[src/rtl/lcd_bus_arbiter_pkg.sv]
`default_nettype none
// +----------------------------------------------------------------------+
// | Package : lcd_pkg                                                    |
// | Purpose : Shared types and helpers for the HD44780 bus arbiter:      |
// |           FSM state encoding, LCD command constants and the          |
// |           long-settle command classifier.                            |
// | Rev     : 1.0  initial release                                       |
// +----------------------------------------------------------------------+
package lcd_pkg;

  // Arbiter FSM states; each state describes the registered bus outputs
  typedef enum logic [2:0] {
    ST_IDLE  = 3'd0,
    ST_HI_EN = 3'd1,
    ST_HI_LO = 3'd2,
    ST_LO_EN = 3'd3,
    ST_LO_LO = 3'd4,
    ST_WAIT  = 3'd5
  } lcd_arb_state_t;

  localparam logic [7:0] LCD_CMD_CLEAR = 8'h01;
  localparam logic [7:0] LCD_CMD_HOME  = 8'h02;

  // Clear and the two home encodings need the long settle time
  function automatic logic lcd_is_long_cmd(input logic rs_val, input logic [7:0] byte_val);
    return !rs_val && ((byte_val == LCD_CMD_CLEAR) ||
                       (byte_val == LCD_CMD_HOME)  ||
                       (byte_val == 8'h03));
  endfunction

endpackage
`default_nettype wire

[src/rtl/lcd_bus_arbiter_if.sv]
`default_nettype none
// +----------------------------------------------------------------------+
// | Interface : lcd_bus_arbiter_if                                       |
// | Purpose   : Requester-side handshake plus LCD pin bundle for the     |
// |             arbiter. master = requesters/pins view, slave = arbiter. |
// | Rev       : 1.0  initial release                                     |
// +----------------------------------------------------------------------+
interface lcd_bus_arbiter_if #(
  parameter int NUM_REQ = 2
);
  logic [NUM_REQ-1:0]   req;
  logic [NUM_REQ-1:0]   rs_in;
  logic [NUM_REQ-1:0]   nib_in;
  logic [8*NUM_REQ-1:0] byte_in;
  logic [NUM_REQ-1:0]   lock;
  logic [NUM_REQ-1:0]   ack;
  logic                 busy;
  logic                 en;
  logic                 rs;
  logic [3:0]           data;

  modport master (
    output req, rs_in, nib_in, byte_in, lock,
    input  ack, busy, en, rs, data
  );

  modport slave (
    input  req, rs_in, nib_in, byte_in, lock,
    output ack, busy, en, rs, data
  );
endinterface
`default_nettype wire

[src/rtl/lcd_bus_arbiter_rr_arbiter.sv]
`default_nettype none
// +----------------------------------------------------------------------+
// | Module  : lcd_rr_arbiter                                             |
// | Purpose : Combinational round-robin pick. Search starts one past the |
// |           previous winner; a valid lock forces the previous winner.  |
// | Rev     : 1.0  initial release                                       |
// +----------------------------------------------------------------------+
module lcd_rr_arbiter #(
  parameter int NUM_REQ = 2,
  parameter int IW      = $clog2(NUM_REQ)
) (
  input  wire logic [NUM_REQ-1:0] req,
  input  wire logic [IW-1:0]      last,
  input  wire logic               lock_valid,
  output logic      [NUM_REQ-1:0] grant,
  output logic      [IW-1:0]      grant_idx,
  output logic                    grant_valid
);

  logic [IW-1:0] cand_idx;

  // Walk the requesters in rotating order and take the first one asserted
  always_comb begin
    grant       = '0;
    grant_idx   = '0;
    grant_valid = 1'b0;
    cand_idx    = '0;
    if (lock_valid) begin
      grant[last] = 1'b1;
      grant_idx   = last;
      grant_valid = 1'b1;
    end else begin
      for (int k = 1; k <= NUM_REQ; k++) begin
        cand_idx = IW'((int'(last) + k) % NUM_REQ);
        if (!grant_valid && req[cand_idx]) begin
          grant[cand_idx] = 1'b1;
          grant_idx       = cand_idx;
          grant_valid     = 1'b1;
        end
      end
    end
  end

endmodule
`default_nettype wire

[src/rtl/lcd_bus_arbiter.sv]
`default_nettype none
// +----------------------------------------------------------------------+
// | Module  : lcd_bus_arbiter                                            |
// | Purpose : Shares the HD44780 4-bit bus between NUM_REQ byte-write    |
// |           requesters. Round-robin grant, high/low nibble E pulses,   |
// |           then a settle delay chosen by command type.                |
// | Config  : LCD_ARB_LOCK_EN - previous winner keeps the bus while its  |
// |           lock and req are both high (atomic multi-byte sequences).  |
// | Rev     : 1.0  initial release                                       |
// +----------------------------------------------------------------------+
module lcd_bus_arbiter
  import lcd_pkg::*;
#(
  parameter int NUM_REQ      = 2,
  parameter int SHORT_DELAY  = 0,
  parameter int LONG_DELAY   = 2,
  parameter int NIBBLE_DELAY = 5
) (
  input wire logic          clk,
  input wire logic          reset,
  lcd_bus_arbiter_if.slave  bus
);

  localparam int IW      = $clog2(NUM_REQ);
  localparam int MAX_SL  = (SHORT_DELAY > LONG_DELAY) ? SHORT_DELAY : LONG_DELAY;
  localparam int MAX_DLY = (MAX_SL > NIBBLE_DELAY) ? MAX_SL : NIBBLE_DELAY;
  localparam int CW      = (MAX_DLY < 1) ? 1 : $clog2(MAX_DLY + 1);

  localparam logic [CW-1:0] C_SHORT  = CW'(SHORT_DELAY);
  localparam logic [CW-1:0] C_LONG   = CW'(LONG_DELAY);
  localparam logic [CW-1:0] C_NIBBLE = CW'(NIBBLE_DELAY);
  localparam logic [IW-1:0] C_LAST_RST = IW'(NUM_REQ - 1);

`ifdef LCD_ARB_LOCK_EN
  localparam logic C_LOCK_EN = 1'b1;
`else
  localparam logic C_LOCK_EN = 1'b0;
`endif

  lcd_arb_state_t     state_q, state_d;
  logic [IW-1:0]      last_q, last_d;
  logic [CW-1:0]      cnt_q, cnt_d;
  logic [7:0]         byte_q, byte_d;
  logic               nib_q, nib_d;
  logic               rs_q, rs_d;
  logic [3:0]         data_q, data_d;
  logic               en_q, en_d;
  logic               busy_q, busy_d;
  logic [NUM_REQ-1:0] ack_q, ack_d;

  logic               lock_valid;
  logic [NUM_REQ-1:0] pick_grant;
  logic [IW-1:0]      pick_idx;
  logic               pick_valid;
  logic [7:0]         pick_byte;
  logic [CW-1:0]      delay_sel;

  // With the lock feature compiled out the lock inputs are masked to zero
  assign lock_valid = C_LOCK_EN & bus.lock[last_q] & bus.req[last_q];
  assign pick_byte  = bus.byte_in[8*pick_idx +: 8];

  lcd_rr_arbiter #(
    .NUM_REQ (NUM_REQ),
    .IW      (IW)
  ) u_rr (
    .req         (bus.req),
    .last        (last_q),
    .lock_valid  (lock_valid),
    .grant       (pick_grant),
    .grant_idx   (pick_idx),
    .grant_valid (pick_valid)
  );

  // Settle time for the byte in flight; nibble-only beats command class
  always_comb begin
    delay_sel = C_SHORT;
    if (nib_q) begin
      delay_sel = C_NIBBLE;
    end else if (lcd_is_long_cmd(rs_q, byte_q)) begin
      delay_sel = C_LONG;
    end
  end

  // Next-state and next-output logic; outputs are pre-computed for the flops
  always_comb begin
    state_d = state_q;
    last_d  = last_q;
    cnt_d   = cnt_q;
    byte_d  = byte_q;
    nib_d   = nib_q;
    rs_d    = rs_q;
    data_d  = data_q;
    en_d    = 1'b0;
    ack_d   = '0;
    case (state_q)
      ST_IDLE: begin
        if (pick_valid) begin
          ack_d  = pick_grant;
          last_d = pick_idx;
          rs_d   = bus.rs_in[pick_idx];
          nib_d  = bus.nib_in[pick_idx];
          byte_d = pick_byte;
          en_d   = 1'b1;
          if (bus.nib_in[pick_idx]) begin
            data_d  = pick_byte[3:0];
            state_d = ST_LO_EN;
          end else begin
            data_d  = pick_byte[7:4];
            state_d = ST_HI_EN;
          end
        end
      end
      ST_HI_EN: state_d = ST_HI_LO;
      ST_HI_LO: begin
        en_d    = 1'b1;
        data_d  = byte_q[3:0];
        state_d = ST_LO_EN;
      end
      ST_LO_EN: state_d = ST_LO_LO;
      ST_LO_LO: begin
        if (delay_sel == '0) begin
          state_d = ST_IDLE;
        end else begin
          cnt_d   = delay_sel;
          state_d = ST_WAIT;
        end
      end
      ST_WAIT: begin
        // Counter only counts down and stops at zero
        if (cnt_q <= CW'(1)) begin
          cnt_d   = '0;
          state_d = ST_IDLE;
        end else begin
          cnt_d = cnt_q - CW'(1);
        end
      end
      default: state_d = ST_IDLE;
    endcase
    busy_d = (state_d != ST_IDLE);
  end

  // State and registered outputs; reset abandons any byte in flight
  always_ff @(posedge clk) begin
    if (reset) begin
      state_q <= ST_IDLE;
      last_q  <= C_LAST_RST;
      cnt_q   <= '0;
      byte_q  <= '0;
      nib_q   <= 1'b0;
      rs_q    <= 1'b0;
      data_q  <= '0;
      en_q    <= 1'b0;
      busy_q  <= 1'b0;
      ack_q   <= '0;
    end else begin
      state_q <= state_d;
      last_q  <= last_d;
      cnt_q   <= cnt_d;
      byte_q  <= byte_d;
      nib_q   <= nib_d;
      rs_q    <= rs_d;
      data_q  <= data_d;
      en_q    <= en_d;
      busy_q  <= busy_d;
      ack_q   <= ack_d;
    end
  end

  assign bus.ack  = ack_q;
  assign bus.busy = busy_q;
  assign bus.en   = en_q;
  assign bus.rs   = rs_q;
  assign bus.data = data_q;

endmodule
`default_nettype wire

[src/flat_wrapper.sv]
// flat-port wrapper written by rule: the top's interface ports become plain ports
module lcd_bus_arbiter_flat import lcd_pkg::*;
#(
  parameter int NUM_REQ      = 2,
  parameter int SHORT_DELAY  = 0,
  parameter int LONG_DELAY   = 2,
  parameter int NIBBLE_DELAY = 5
)
  (clk, reset, bus_req, bus_rs_in, bus_nib_in, bus_byte_in, bus_lock, bus_ack, bus_busy, bus_en, bus_rs, bus_data);
  lcd_bus_arbiter_if #(.NUM_REQ(NUM_REQ)) bus_i ();
  input wire logic clk;
  input wire logic reset;
  input wire logic [$bits(bus_i.req)-1:0] bus_req;
  input wire logic [$bits(bus_i.rs_in)-1:0] bus_rs_in;
  input wire logic [$bits(bus_i.nib_in)-1:0] bus_nib_in;
  input wire logic [$bits(bus_i.byte_in)-1:0] bus_byte_in;
  input wire logic [$bits(bus_i.lock)-1:0] bus_lock;
  output wire logic [$bits(bus_i.ack)-1:0] bus_ack;
  output wire logic [$bits(bus_i.busy)-1:0] bus_busy;
  output wire logic [$bits(bus_i.en)-1:0] bus_en;
  output wire logic [$bits(bus_i.rs)-1:0] bus_rs;
  output wire logic [$bits(bus_i.data)-1:0] bus_data;
  assign bus_i.req = bus_req;
  assign bus_i.rs_in = bus_rs_in;
  assign bus_i.nib_in = bus_nib_in;
  assign bus_i.byte_in = bus_byte_in;
  assign bus_i.lock = bus_lock;
  assign bus_ack = bus_i.ack;
  assign bus_busy = bus_i.busy;
  assign bus_en = bus_i.en;
  assign bus_rs = bus_i.rs;
  assign bus_data = bus_i.data;
  lcd_bus_arbiter #(.NUM_REQ(NUM_REQ), .SHORT_DELAY(SHORT_DELAY), .LONG_DELAY(LONG_DELAY), .NIBBLE_DELAY(NIBBLE_DELAY)) u_core (.clk(clk), .reset(reset), .bus(bus_i));
endmodule
[config.mk]
export PLATFORM = sky130hd
export DESIGN_NAME = lcd_bus_arbiter_flat
export DESIGN_NICKNAME = d
export VERILOG_FILES = /design/src/rtl/lcd_bus_arbiter_pkg.sv /design/src/rtl/lcd_bus_arbiter_if.sv /design/src/rtl/lcd_bus_arbiter_rr_arbiter.sv /design/src/rtl/lcd_bus_arbiter.sv /design/src/flat_wrapper.sv
export SDC_FILE = /design/constraint.sdc
export NUM_CORES = 1
export LEC_CHECK = 0
export CAP_MARGIN = 5
export CORE_ASPECT_RATIO = 1.2
export CORE_MARGIN = 2
export CORE_UTILIZATION = 35
export CTS_BUF_LIST = sky130_fd_sc_hd__clkbuf_8 sky130_fd_sc_hd__clkbuf_16
export DETAILED_ROUTE_END_ITERATION = 12
export GPL_ROUTABILITY_DRIVEN = 0
export GPL_TIMING_DRIVEN = 0
export HOLD_SLACK_MARGIN = 0.06
export PLACE_DENSITY = 0.65
export SKIP_CTS_REPAIR_TIMING = 1
export SLEW_MARGIN = 30
export SYNTH_ARGS = -nofsm -noshare
export SYNTH_HDL_FRONTEND = slang
export SYNTH_HIERARCHICAL = 1
export SYNTH_SLANG_ARGS = --single-unit
[constraint.sdc]
create_clock -name clk -period 2 [get_ports clk]
set_input_delay 0.6 -clock clk [delete_from_list [all_inputs] [get_ports clk]]
set_output_delay 0.6 -clock clk [all_outputs]
set_load 0.005 [all_outputs]
### Word level (Yosys, flattened, before mapping)

Cells that the tools add are included.
Widths: inputs -> output; s select.

| word-level totals | value |
|---|---|
| word-level logic and storage cells | 83 |
| bits of input ports | 26 |
| register bits | 25 |

| operators by class | value |
|---|---|
| reductions and logical operators | 17 |
| order comparisons | 6 |
| shift operators | 1 |
| add/subtract/negate cells | 3 |
| bitwise logic cells | 3 |
| eq/ne operators | 10 |
| muxes and demuxes | 33 |

Operators by type and width:

| operator | count |
|---|---|
| $mux 3 | 6 |
| $pmux 3 s6 | 1 |
| $eq 8x2->1 const B | 2 |
| $shiftx 16x5->8 | 1 |
| $mux 1 | 15 |
| $eq 8x1->1 const B | 1 |
| $mux 2 | 4 |
| $mux 4 | 2 |
| $pmux 4 s2 | 1 |
| $eq 3x2->1 const B | 2 |
| $eq 3x3->1 const B | 2 |
| $logic_not 3->1 | 2 |
| $lt 1x2->1 const B | 3 |
| $pmux 3 s2 | 1 |
| $reduce_and 2->1 | 3 |
| $logic_and 1x1->1 | 4 |
| $reduce_bool 2->1 | 2 |
| $eq 3x1->1 const B | 1 |
| $le 3x1->1 const B | 1 |
| $reduce_bool 3->1 | 1 |
| $reduce_or 3->1 | 1 |
| $sub 3x1->3 const B | 1 |
| $add 1x1->1 const B | 2 |
| $demux 1 s1 | 2 |
| other kinds (8) | 12 |

### Longest topological paths before layout

Gate-level depths: netlist of run 1.

| logic depth | value |
|---|---|
| depth in word-level cells | 13 |
| depth in mapped cells | 7 |
| gate-level depth less buffers | 6 |

### By module

The synthesis of run 1 kept the hierarchy.

By module, submodules not included:

| module | instances | cells an instance | area each (µm²) |
|---|---|---|---|
| lcd_bus_arbiter | 1 | 129 | 1300.0 |
| lcd_rr_arbiter | 1 | 9 | 52.6 |

### Least setup slack after synthesis of run 1

No wires, ideal clock.

| timing | value |
|---|---|
| path type | input port to flip-flop |
| start | input port bus_req[1] |
| end | register u_core.state_q[1] |
| buffers on the path | 1 |
| required time | 1.858 ns |
| setup time | 0.142 ns |
| arrival time | 1.724 ns |
| slack | 0.134 ns |
| stages on the path | 6 |
| path through | a21bo_1 > o21ai_1 > buf_4 > mux2_2 > a211oi_1 > a2111oi_0 |

| between the ends | value |
|---|---|
| word-level cells in the longest chain between the ends | 11 |

RTL lines:

| item | line | text |
|---|---|---|
| start: declaration | flat_wrapper.sv:13 | `input wire logic [$bits(bus_i.req)-1:0] bus_req;` |
| $mux 1 (implied by the code) (2 in series) | lcd_bus_arbiter_rr_arbiter.sv:35 | `if (!grant_valid && req[cand_idx]) begin` |
| $mux 1 | lcd_bus_arbiter_rr_arbiter.sv:35 |  |
| $logic_not 1->1 | lcd_bus_arbiter_rr_arbiter.sv:35 |  |
| $logic_and 1x1->1 | lcd_bus_arbiter_rr_arbiter.sv:35 |  |
| $mux 1 (*) | lcd_bus_arbiter_rr_arbiter.sv:35 |  |
| via u_core.pick_idx | lcd_bus_arbiter.sv:53 | `logic [IW-1:0] pick_idx;` |
| $mux 1 (implied by the code) (*) (2 in series) | lcd_bus_arbiter.sv:104 | `if (bus.nib_in[pick_idx]) begin` |
| $mux 2 (*) | lcd_bus_arbiter.sv:104 |  |
| $mux 3 (*) | lcd_bus_arbiter.sv:97 | `if (pick_valid) begin` |
| $pmux 3 s6 (*) | lcd_bus_arbiter.sv:95 | `case (state_q)` |
| end signal: assignment | lcd_bus_arbiter.sv:156 | `state_q <= state_d;` |
| end: declaration | lcd_bus_arbiter.sv:40 | `lcd_arb_state_t state_q, state_d;` |

The timed path passes the listed nets; every way through them passes the cells marked *. The select of a mux whose other input is x is not followed.
A chain may end at the register's enable or synchronous reset.

### Final worst setup path of run 1

| timing | value |
|---|---|
| start | register u_core.state_q[1] |
| end | register u_core.data_q[2] (netlist: u_core/bus.data[2]) |

| between the ends | value |
|---|---|
| word-level cells in the longest chain between the ends | 3 |

RTL lines:

| item | line | text |
|---|---|---|
| $logic_not 3->1 / $eq 3x2->1 (equally long branches) | lcd_bus_arbiter.sv:95 |  |
| $ne 2x1->1 (no source line) / $reduce_bool 2->1 (equally long branches) | -- |  |
| $reduce_and 2->1 (no source line) | -- |  |
| end signal: assignment | lcd_bus_arbiter.sv:162 | `data_q <= data_d;` |
| end: declaration | lcd_bus_arbiter.sv:46 | `logic [3:0] data_q, data_d;` |

Several ways; a longest one is shown, not always the timed one.

==> results.yml, run 1 <==
final_layout:
  syn_to_layout_area_delta_pct: 40.4
  most_common_cell_after_layout_fill_and_taps_aside: "clkdlybuf4s50_1"
  final_cell_area_um2: 1900
  antenna_cells: 0
  drive_above_1_share_pct: 22.2
  num-nets-final: 214
  layout.cells.most_common_list: "clkdlybuf4s50_1, dfxtp_1, mux2i_1"
synth:
  synth-seq-area-share_pct: 37.0
  yosys_register_bits: 25
  avgSynthCellArea_um2: 9.80
  syn-instance-count: 138
  simple_gate_portion_of_the_synthesized_area_pct: 14.8
  yosys_warnings: 6
  mappedNetlistArea_um2: 1350
  synth_xor_area_share_pct: 0
  synth_top_family_by_area: "compound AO/OA/AOI/OAI gates"
  synth-adder-area-share_pct: 1.85
  ys_dominant_reg_cell: "dfxtp_1"
  synth-compound-area-share_pct: 25.8
  synth.mux.area_fraction_pct: 15.4
  async_set_or_reset_register_ratio_after_synthesis_pct: 0
  synth_enable_flop_cells: 0
  synth.lib_cells_used.distinct: 43
place:
  numPortBuffers: 30
  post_dp_cell_area_um2: 1740
  detailed_place_hpwl_um: 2450
drt:
  vias_per_cell: 4.97
  detail_route.drc_violations: 0
  route.vias.total: 1179
  drtIter0Drc: 51
  route.antenna.remaining_nets: 0
  dr.pass1.iters: 4
  routed_wl_um: 3240
  avgRoutedWirePerCell_um: 13.7
sta:
  report.final.slew_viol_count: 0
  fin_crit_ps: 1790
  clock_skew_ps: 4.03
  finalSetupViolCount: 0
  maxSlewHeadroom_pct: 47.7
  timing.fmax_mhz: 560
  grt_setup_unrepaired: "no"
  whs_ps: 520
  worst-slew-pin-transition_ps: 783
  final-hold-violation-count: 0
  final.period_utilization_pct: 89.3
global_routing:
  track_usage_pct: 15.1
  grt_max_degree: 15
  grt_pass1_vias: 1188
  antenna_found_initial: 0
  globalRouteOverflowTotal: 0
  grt_pass1_wl_um: 5100
clocking:
  cts.htree.levels: 1
  ctsLongestPathBuffers: 2
  clkSlewWorstSetupHoldPaths_ps: 90
  worst_skew_pair.late_latency_ps: 270
  clkSinkCount: 25
  cts-root-buf: "clkbuf_8"
  clock_tree_from_tritoncts: "yes"
  tritoncts.num_buffers: 3
critical_path:
  timing.critical_path.arrival_ps: 1920
  worstSetupPathType: "reg2reg"
  required_ps: 2140
  slowest_delay_ps: 700
  cp_max_fo: 7
  regToRegSetupSlack_ps: 210
  crit_slowest_cell: "nor3b_1"
  timing.reg2reg.worst_path_depth: 4
  setup.worst_path.end_class: "flop"
  critPathLaunchType: "flop"
  path_cells: "nor3b_1 > nor2_4 > a22oi_1 > a21oi_1"
  r2r-end: "u_core/bus.data[2]$_SDFFE_PP0P_"
  timing.rr.start: "u_core/state_q[1]$_SDFF_PP0_"
worst_hold_path:
  min_delay_path_depth: 2
  holdCritStartpoint: "u_core/byte_q[0]$_SDFFE_PP0P_"
  hold_class: "reg2reg"
  hold_path_end: "u_core/byte_q[0]$_SDFFE_PP0P_"
power_and_ir_drop:
  report.power.total_mw: 1.67
  power_leakage_nw: 0.742
  power_density_nw_per_um2: 881
  max-vdd-ir-drop_mv: 0.406
job:
  maxCapViolCount: 0
die:
  fp.dieArea_um2: 4380
  top_level_ports: 35
  std_cell_rows: 24
  die_height_um: 72.1
  floorplan.core_area_um2: 3660
  initial_utilization_pct: 36.9
  floorplan_die_width_um: 60.8
run_status:
  run_status: "completed"
[cell type report]
cell class              instances  area, µm²
plain buffers                   9       61.3
clock buffers                   3       41.3
clock inverters                 1       5.00
fillers                       362       1760
repair buffers                 38        369
flip-flops and latches         25        500
inverters                       3       11.3
well taps                      52       65.1
multi-input cells             106        846
[synthesized netlist by cell type (2+ instances only)]
master / n / area share [%]
mux2i_1: 14 / 10
o21ai_1: 2 / 0.74
a21oi_1: 5 / 1.8
and3b_2: 2 / 1.5
nor2b_1: 3 / 1.4
a211oi_2: 5 / 4.6
o22ai_1: 2 / 0.92
inv_1: 3 / 0.83
dfxtp_1: 25 / 37
o32ai_1: 2 / 1.3
buf_6: 2 / 1.7
o21a_1: 2 / 1.1
ha_1: 2 / 1.8
buf_2: 2 / 0.74
nor3_1: 2 / 0.74
o211ai_1: 5 / 2.8
a221oi_1: 3 / 1.9
a211oi_1: 5 / 2.8
clkbuf_1: 3 / 0.83
a22oi_1: 4 / 2.2
nor2_1: 12 / 3.3
mux2_2: 6 / 5.0
nand2_1: 7 / 1.9
[report_power, final]
| part | switching [mW] | internal [mW] |
|---|---|---|
| clock | 0.162 | 0.139 |
| combinational | 0.321 | 0.374 |
| sequential | 0.0797 | 0.596 |
| total | 0.563 | 1.11 |
[worst max-delay path, delay by kind of cell, from the launching register on]
kind	cells	cell delay, ps
simple gates	2	830
flops	1	540
compound gates	2	290
[per-stage QoR]
| stage | util [%] | setup WS, ps | setup TNS [ps] | std cells |
|---|---|---|---|---|
| floorplan | - | 134 | 0 | 143 |
| global placement | 47.4 | -485 | -7750 | 225 |
| detailed placement | 47.4 | -504 | -8010 | 225 |
| CTS | 48.7 | -231 | -2290 | 229 |
| global route | 51.8 | 67.2 | 0 | 237 |
| finish | 51.8 | 213 | 0 | 237 |
[kinds of logic after synthesis]
| group | after synthesis |
|---|---|
| AOI/OAI and AO/OA | 43 |
| adders and majority gates | 2 |
| buffers and inverters | 12 |
| DFF | 25 |
| muxes | 20 |
| other | 1 |
| and+or+nand+nor | 35 |
[registers in the layout, indices dropped and copies added (netlist names)]
register,count
u_core/bus.en,1
u_core/bus.rs,1
u_core/bus.ack,2
u_core/byte_q,8
u_core/last_q,1
u_core/bus.busy,1
u_core/cnt_q,3
u_core/nib_q,1
u_core/bus.data,4
u_core/state_q,3
[per-layer routing]
layer / wire [µm] / part of all wire (%) / up-vias / track usage (%)
met5: 0 / 0 / - / 0
met4: 15 / 0.46 / 0 / 3.86
met3: 112 / 3.5 / 2 / 2.85
met2: 1660 / 51 / 27 / 27.2
met1: 1460 / 45 / 539 / 17.9
li1: - / - / 611 / -
[how the worst max path moves through the flow]
stage                                  from                              end  slack (ps)
2_1_floorplan                    bus_req[1]     u_core/state_q[1]$_SDFF_PP0_         130
3_3_place_gp                     bus_req[0]  u_core/bus.data[2]$_SDFFE_PP0P_        -490
3_5_place_dp                     bus_req[1]     u_core/state_q[1]$_SDFF_PP0_        -500
4_1_cts                          bus_req[1]     u_core/state_q[1]$_SDFF_PP0_        -230
5_1_grt        u_core/state_q[1]$_SDFF_PP0_  u_core/bus.data[2]$_SDFFE_PP0P_          70
6_report       u_core/state_q[1]$_SDFF_PP0_  u_core/bus.data[2]$_SDFFE_PP0P_         210
No activity file was read; power rests on OpenSTA's default activity.
==> run 2: changes to the inputs <==
- CORE_MARGIN: 2 -> not set
- REMOVE_ABC_BUFFERS: not set -> 1
==> results.yml, run 2 (synthesis results as in run 1) <==
critical_path:
  slowest_delay_ps: 300
  required_ps: 2120
  critPathLaunchType: "primary input"
  cp_max_fo: 6
  timing.rr.start: "u_core/state_q[1]$_SDFF_PP0_"
  crit_slowest_cell: "mux2_4"
  timing.critical_path.to: "u_core/state_q[1]$_SDFF_PP0_"
  regToRegSetupSlack_ps: 240
  timing.critical_path.arrival_ps: 1980
  timing.reg2reg.worst_path_depth: 4
  r2r-end: "u_core/bus.data[0]$_SDFFE_PP0P_"
  setup.worst_path.end_class: "flop"
  worstSetupPathType: "in2reg"
  path_cells: "dlymetal6s2s_1 > a21bo_4 > o21ai_4 > buf_8 > mux2_4 > a211oi_2 > a2111oi_2"
  worst_setup_path_startpoint: "bus_req[0]"
final_layout:
  stdcell_count: 238
  syn_to_layout_area_delta_pct: 41.6
  num-fill-cells: 354
  largest_reg_flops: 8
  num-nets-final: 215
  final_core_util_pct: 52.3
  antenna_cells: 0
  drive_above_1_share_pct: 23.1
  most_common_cell_after_layout_fill_and_taps_aside: "clkdlybuf4s50_1"
  largest-register: "u_core/byte_q"
  layout.cells.most_common_list: "clkdlybuf4s50_1, dfxtp_1, mux2i_1, buf_4, nor2_1"
clocking:
  cts.htree.levels: 1
  clkSlewWorstSetupHoldPaths_ps: 80
  ctsLongestPathBuffers: 2
  cts-root-buf: "clkbuf_8"
  clkSinkCount: 25
  clock_tree_from_tritoncts: "yes"
  tritoncts.num_buffers: 3
  worst_skew_pair.late_latency_ps: 260
sta:
  grt_setup_unrepaired: "no"
  report.final.slew_viol_count: 0
  worst-slew-pin-transition_ps: 845
  timing.fmax_mhz: 539
  aggregate_negative_setup_slack_ps: 0
  final-hold-violation-count: 0
  final.period_utilization_pct: 92.7
  clock_skew_ps: 1.41
  fin_crit_ps: 1850
  whs_ps: 525
  maxSlewHeadroom_pct: 43.5
  finalSetupViolCount: 0
die:
  initial_utilization_pct: 36.9
  top_level_ports: 35
  floorplan_die_width_um: 58.8
  fp.dieArea_um2: 4120
  die_height_um: 70.1
  std_cell_rows: 24
  floorplan.core_area_um2: 3660
power_and_ir_drop:
  report.power.total_mw: 1.65
  power_density_nw_per_um2: 862
  internal_mw: 1.11
  power_frac_comb_pct: 41.1
  max-vdd-ir-drop_mv: 0.386
  power.share.switching_pct: 32.8
  clock_power_share_pct: 17.2
  share_seq_of_total_power_pct: 41.7
  netSwitchingPower_mw: 0.542
  power_leakage_nw: 0.760
global_routing:
  grt_pass1_vias: 1139
  track_usage_pct: 16.3
  grt_pass1_wl_um: 5190
  grt_max_degree: 27
  antenna_found_initial: 0
  busiest_layer: "met2"
  globalRouteOverflowTotal: 0
  gr-usage-met1_pct: 20.1
  grt.met2_usage_pct: 26.8
  gr-usage-met3_pct: 3.89
drt:
  routed_wl_um: 3210
  vias_per_cell: 5.05
  route.antenna.remaining_nets: 0
  avgRoutedWirePerCell_um: 13.5
  dr.pass1.iters: 5
  detail_route.drc_violations: 0
  drtIter0Drc: 43
  route.vias.total: 1201
place:
  place.detailed.instances: 221
  detailed_place_hpwl_um: 2300
  numPortBuffers: 32
run_status:
  run_status: "completed"
job:
  maxCapViolCount: 0
worst_hold_path:
  hold_class: "reg2reg"
## run 2: changes by cell type in the layout (fill, tap and decap cells not counted), sizes merged
cell           previous run  this run
clkbuf                    7         3
buf                      13        17
inv                       3         4
clkinv                    1         0
clkdlybuf4s50            28        29
## run 2: area by class of cell
| cell class | count | area, µm² | share of cell area, % |
|---|---|---|---|
| inverter | 3 | 11.3 | 0.588 |
| timing repair buffer | 48 | 452 | 23.6 |
| clock inverter | 1 | 3.75 | 0.196 |
| clock buffer | 3 | 41.3 | 2.16 |
| tap | 52 | 65.1 | 3.40 |
| multi-input combinational | 106 | 842 | 44.0 |
| sequential | 25 | 500 | 26.1 |
## run 2: layer usage
layer	vias to the layer above	part of all wire [%]	routed length, µm
met5	-	0	0
met4	0	1.3	42
met3	2	2.7	88
met2	21	52	1670
met1	566	44	1420
li1	612	-	-
## run 2: per-stage QoR
| stage | cell area (µm²) | worst slack (ps) |
|---|---|---|
| after floorplan | 1320 | -634 |
| after global placement | 1700 | -1470 |
| final | 1920 | 145 |
| after detailed placement | 1740 | -863 |
| after global routing | 1920 | 80.3 |
| after CTS | 1780 | -581 |
## run 2: worst min path at each step
stage / start / end / slack (ps) / cells after the start
after floorplan: u_core/cnt_q[1]$_SDFFE_PP0P_ / u_core/cnt_q[1]$_SDFFE_PP0P_ / 480 / 2
after global placement: u_core/cnt_q[1]$_SDFFE_PP0P_ / u_core/cnt_q[1]$_SDFFE_PP0P_ / 510 / 2
after detailed placement: u_core/byte_q[3]$_SDFFE_PP0P_ / u_core/byte_q[3]$_SDFFE_PP0P_ / 510 / 2
after CTS: u_core/byte_q[3]$_SDFFE_PP0P_ / u_core/byte_q[3]$_SDFFE_PP0P_ / 530 / 2
after global routing: u_core/byte_q[3]$_SDFFE_PP0P_ / u_core/byte_q[3]$_SDFFE_PP0P_ / 550 / 2
final: u_core/byte_q[3]$_SDFFE_PP0P_ / u_core/byte_q[3]$_SDFFE_PP0P_ / 530 / 2
## run 2: power by group through the flow
stage	sequential, mW	combinational, mW	clock, mW
after CTS	0.684	0.584	0.295
after global routing	0.704	0.739	0.320
after detailed placement	0.695	0.580	0
after global placement	0.691	0.541	0
final	0.688	0.679	0.284
after floorplan	0.679	0.350	0
## run 2: critical path, delay by kind of cell
| family | cells | cell delay, ps |
|---|---|---|
| buffers and inverters | 2 | 310 |
| AOI/OAI and AO/OA | 4 | 760 |
| muxes | 1 | 300 |
==> run 3: changes to the inputs <==
- CORE_ASPECT_RATIO: 1.2 -> 1.4
==> results.yml, run 3 (synthesis results as in run 1) <==
run_status:
  run_status: "completed"
final_layout:
  largest_reg_flops: 8
  final_cell_area_um2: 1930
  most_common_cell_after_layout_fill_and_taps_aside: "clkdlybuf4s50_1"
  layout.cells.most_common_list: "clkdlybuf4s50_1, dfxtp_1, nor2_1"
  num-nets-final: 210
  area_taken_by_multi_input_logic_gates_um2: 873
  stdcell_count: 223
  drive_above_1_share_pct: 23.8
  largest-register: "u_core/byte_q"
  antenna_cells: 0
  final_core_util_pct: 52.5
  seqCellArea_um2: 500
  syn_to_layout_area_delta_pct: 42.6
  num-fill-cells: 351
sta:
  finalSetupViolCount: 0
  worst_slack_ps: 258
  fin_crit_ps: 1740
  timing.fmax_mhz: 574
  worst-slew-pin-transition_ps: 759
  maxSlewHeadroom_pct: 49.3
  final-hold-violation-count: 0
  clock_skew_ps: 4.27
  report.final.slew_viol_count: 0
  whs_ps: 529
  aggregate_negative_setup_slack_ps: 0
  final.period_utilization_pct: 87.1
  grt_setup_unrepaired: "no"
global_routing:
  globalRouteOverflowTotal: 0
  grt_pass1_wl_um: 4550
  grt_max_degree: 27
  antenna_found_initial: 0
  track_usage_pct: 14.8
  grt_pass1_vias: 1069
place:
  dpl_worst_slack_ps: -588
  numPortBuffers: 32
  post_dp_cell_area_um2: 1720
  detailed_place_hpwl_um: 2230
  place.detailed.instances: 211
critical_path:
  slowest_delay_ps: 520
  critPathLaunchType: "flop"
  crit_slowest_cell: "clkdlybuf4s50_1"
  timing.critical_path.buf_inv: 1
  worstSetupPathType: "reg2out"
  path_cells: "clkdlybuf4s50_1"
  timing.critical_path.arrival_ps: 1140
  setup.worst_path.end_class: "primary output"
  cp_top_family: "buffers and inverters"
  required_ps: 1400
  cp_max_fo: 2
  regToRegSetupSlack_ps: 270
clocking:
  worst_skew_pair.late_latency_ps: 260
  clock_tree_from_tritoncts: "yes"
  clkSinkCount: 25
  clkSlewWorstSetupHoldPaths_ps: 90
  tritoncts.num_buffers: 3
  cts.htree.levels: 1
  ctsLongestPathBuffers: 2
  cts-root-buf: "clkbuf_8"
power_and_ir_drop:
  power_leakage_nw: 0.743
  max-vdd-ir-drop_mv: 0.515
  report.power.total_mw: 1.69
  power_density_nw_per_um2: 876
drt:
  vias_per_cell: 5.39
  route.vias.total: 1201
  detail_route.drc_violations: 0
  avgRoutedWirePerCell_um: 13.7
  routed_wl_um: 3060
  route.antenna.remaining_nets: 0
  drtIter0Drc: 28
  dr.pass1.iters: 4
die:
  std_cell_rows: 26
  fp.dieArea_um2: 4120
  top_level_ports: 35
  floorplan_die_width_um: 54.5
  die_height_um: 75.6
  floorplan.core_area_um2: 3680
  initial_utilization_pct: 36.8
worst_hold_path:
  hold_class: "reg2reg"
job:
  maxCapViolCount: 0
## run 3: cell types whose count changed in the layout (fill, tap and decap cells not counted), moves of 2 or more
cell and delta:
buf_4 -8, buf_6 +2, mux2i_1 -4, mux2i_2 +2, mux2i_4 +2
## run 3: layout make-up
type	instances	area share (%)
Clock buffer	3	2.14
Clock inverter	1	0.260
Inverter	3	0.584
Multi-Input combinational cell	106	45.3
Sequential cell	25	26.0
Tap cell	42	2.73
Timing Repair Buffer	43	23.0
## run 3: worst paths after layout
path	startpoint	end	cells past startpoint
setup / recovery	u_core/bus.data[0]$_SDFFE_PP0P_	bus_data[0]	1
hold / removal	u_core/byte_q[1]$_SDFFE_PP0P_	u_core/byte_q[1]$_SDFFE_PP0P_	2
setup reg to reg	u_core/state_q[1]$_SDFF_PP0_	u_core/bus.data[2]$_SDFFE_PP0P_	4
hold reg to reg	u_core/byte_q[1]$_SDFFE_PP0P_	u_core/byte_q[1]$_SDFFE_PP0P_	2
## run 3: worst reg2reg max path: stages (launching register included)
cell	delay, ps
dfxtp_1	510
nor3b_1	680
nor2_4	130
a22oi_1	190
a21oi_1	90
## run 3: power by group
group,internal (mW),leakage (nW),switching [mW]
registers,0.596,0.207,0.0918
logic,0.398,0.511,0.307
clock network,0.139,0.0255,0.158
total,1.13,0.743,0.556
## run 3: per-layer routing
layer	share of wire [%]	GRT usage [%]	vias up	routed length, µm
met5	0	0	-	0
met4	0.75	3.42	0	23
met3	3.0	2.00	2	92
met2	54	27.1	28	1650
met1	42	17.6	569	1290
li1	-	-	602	-
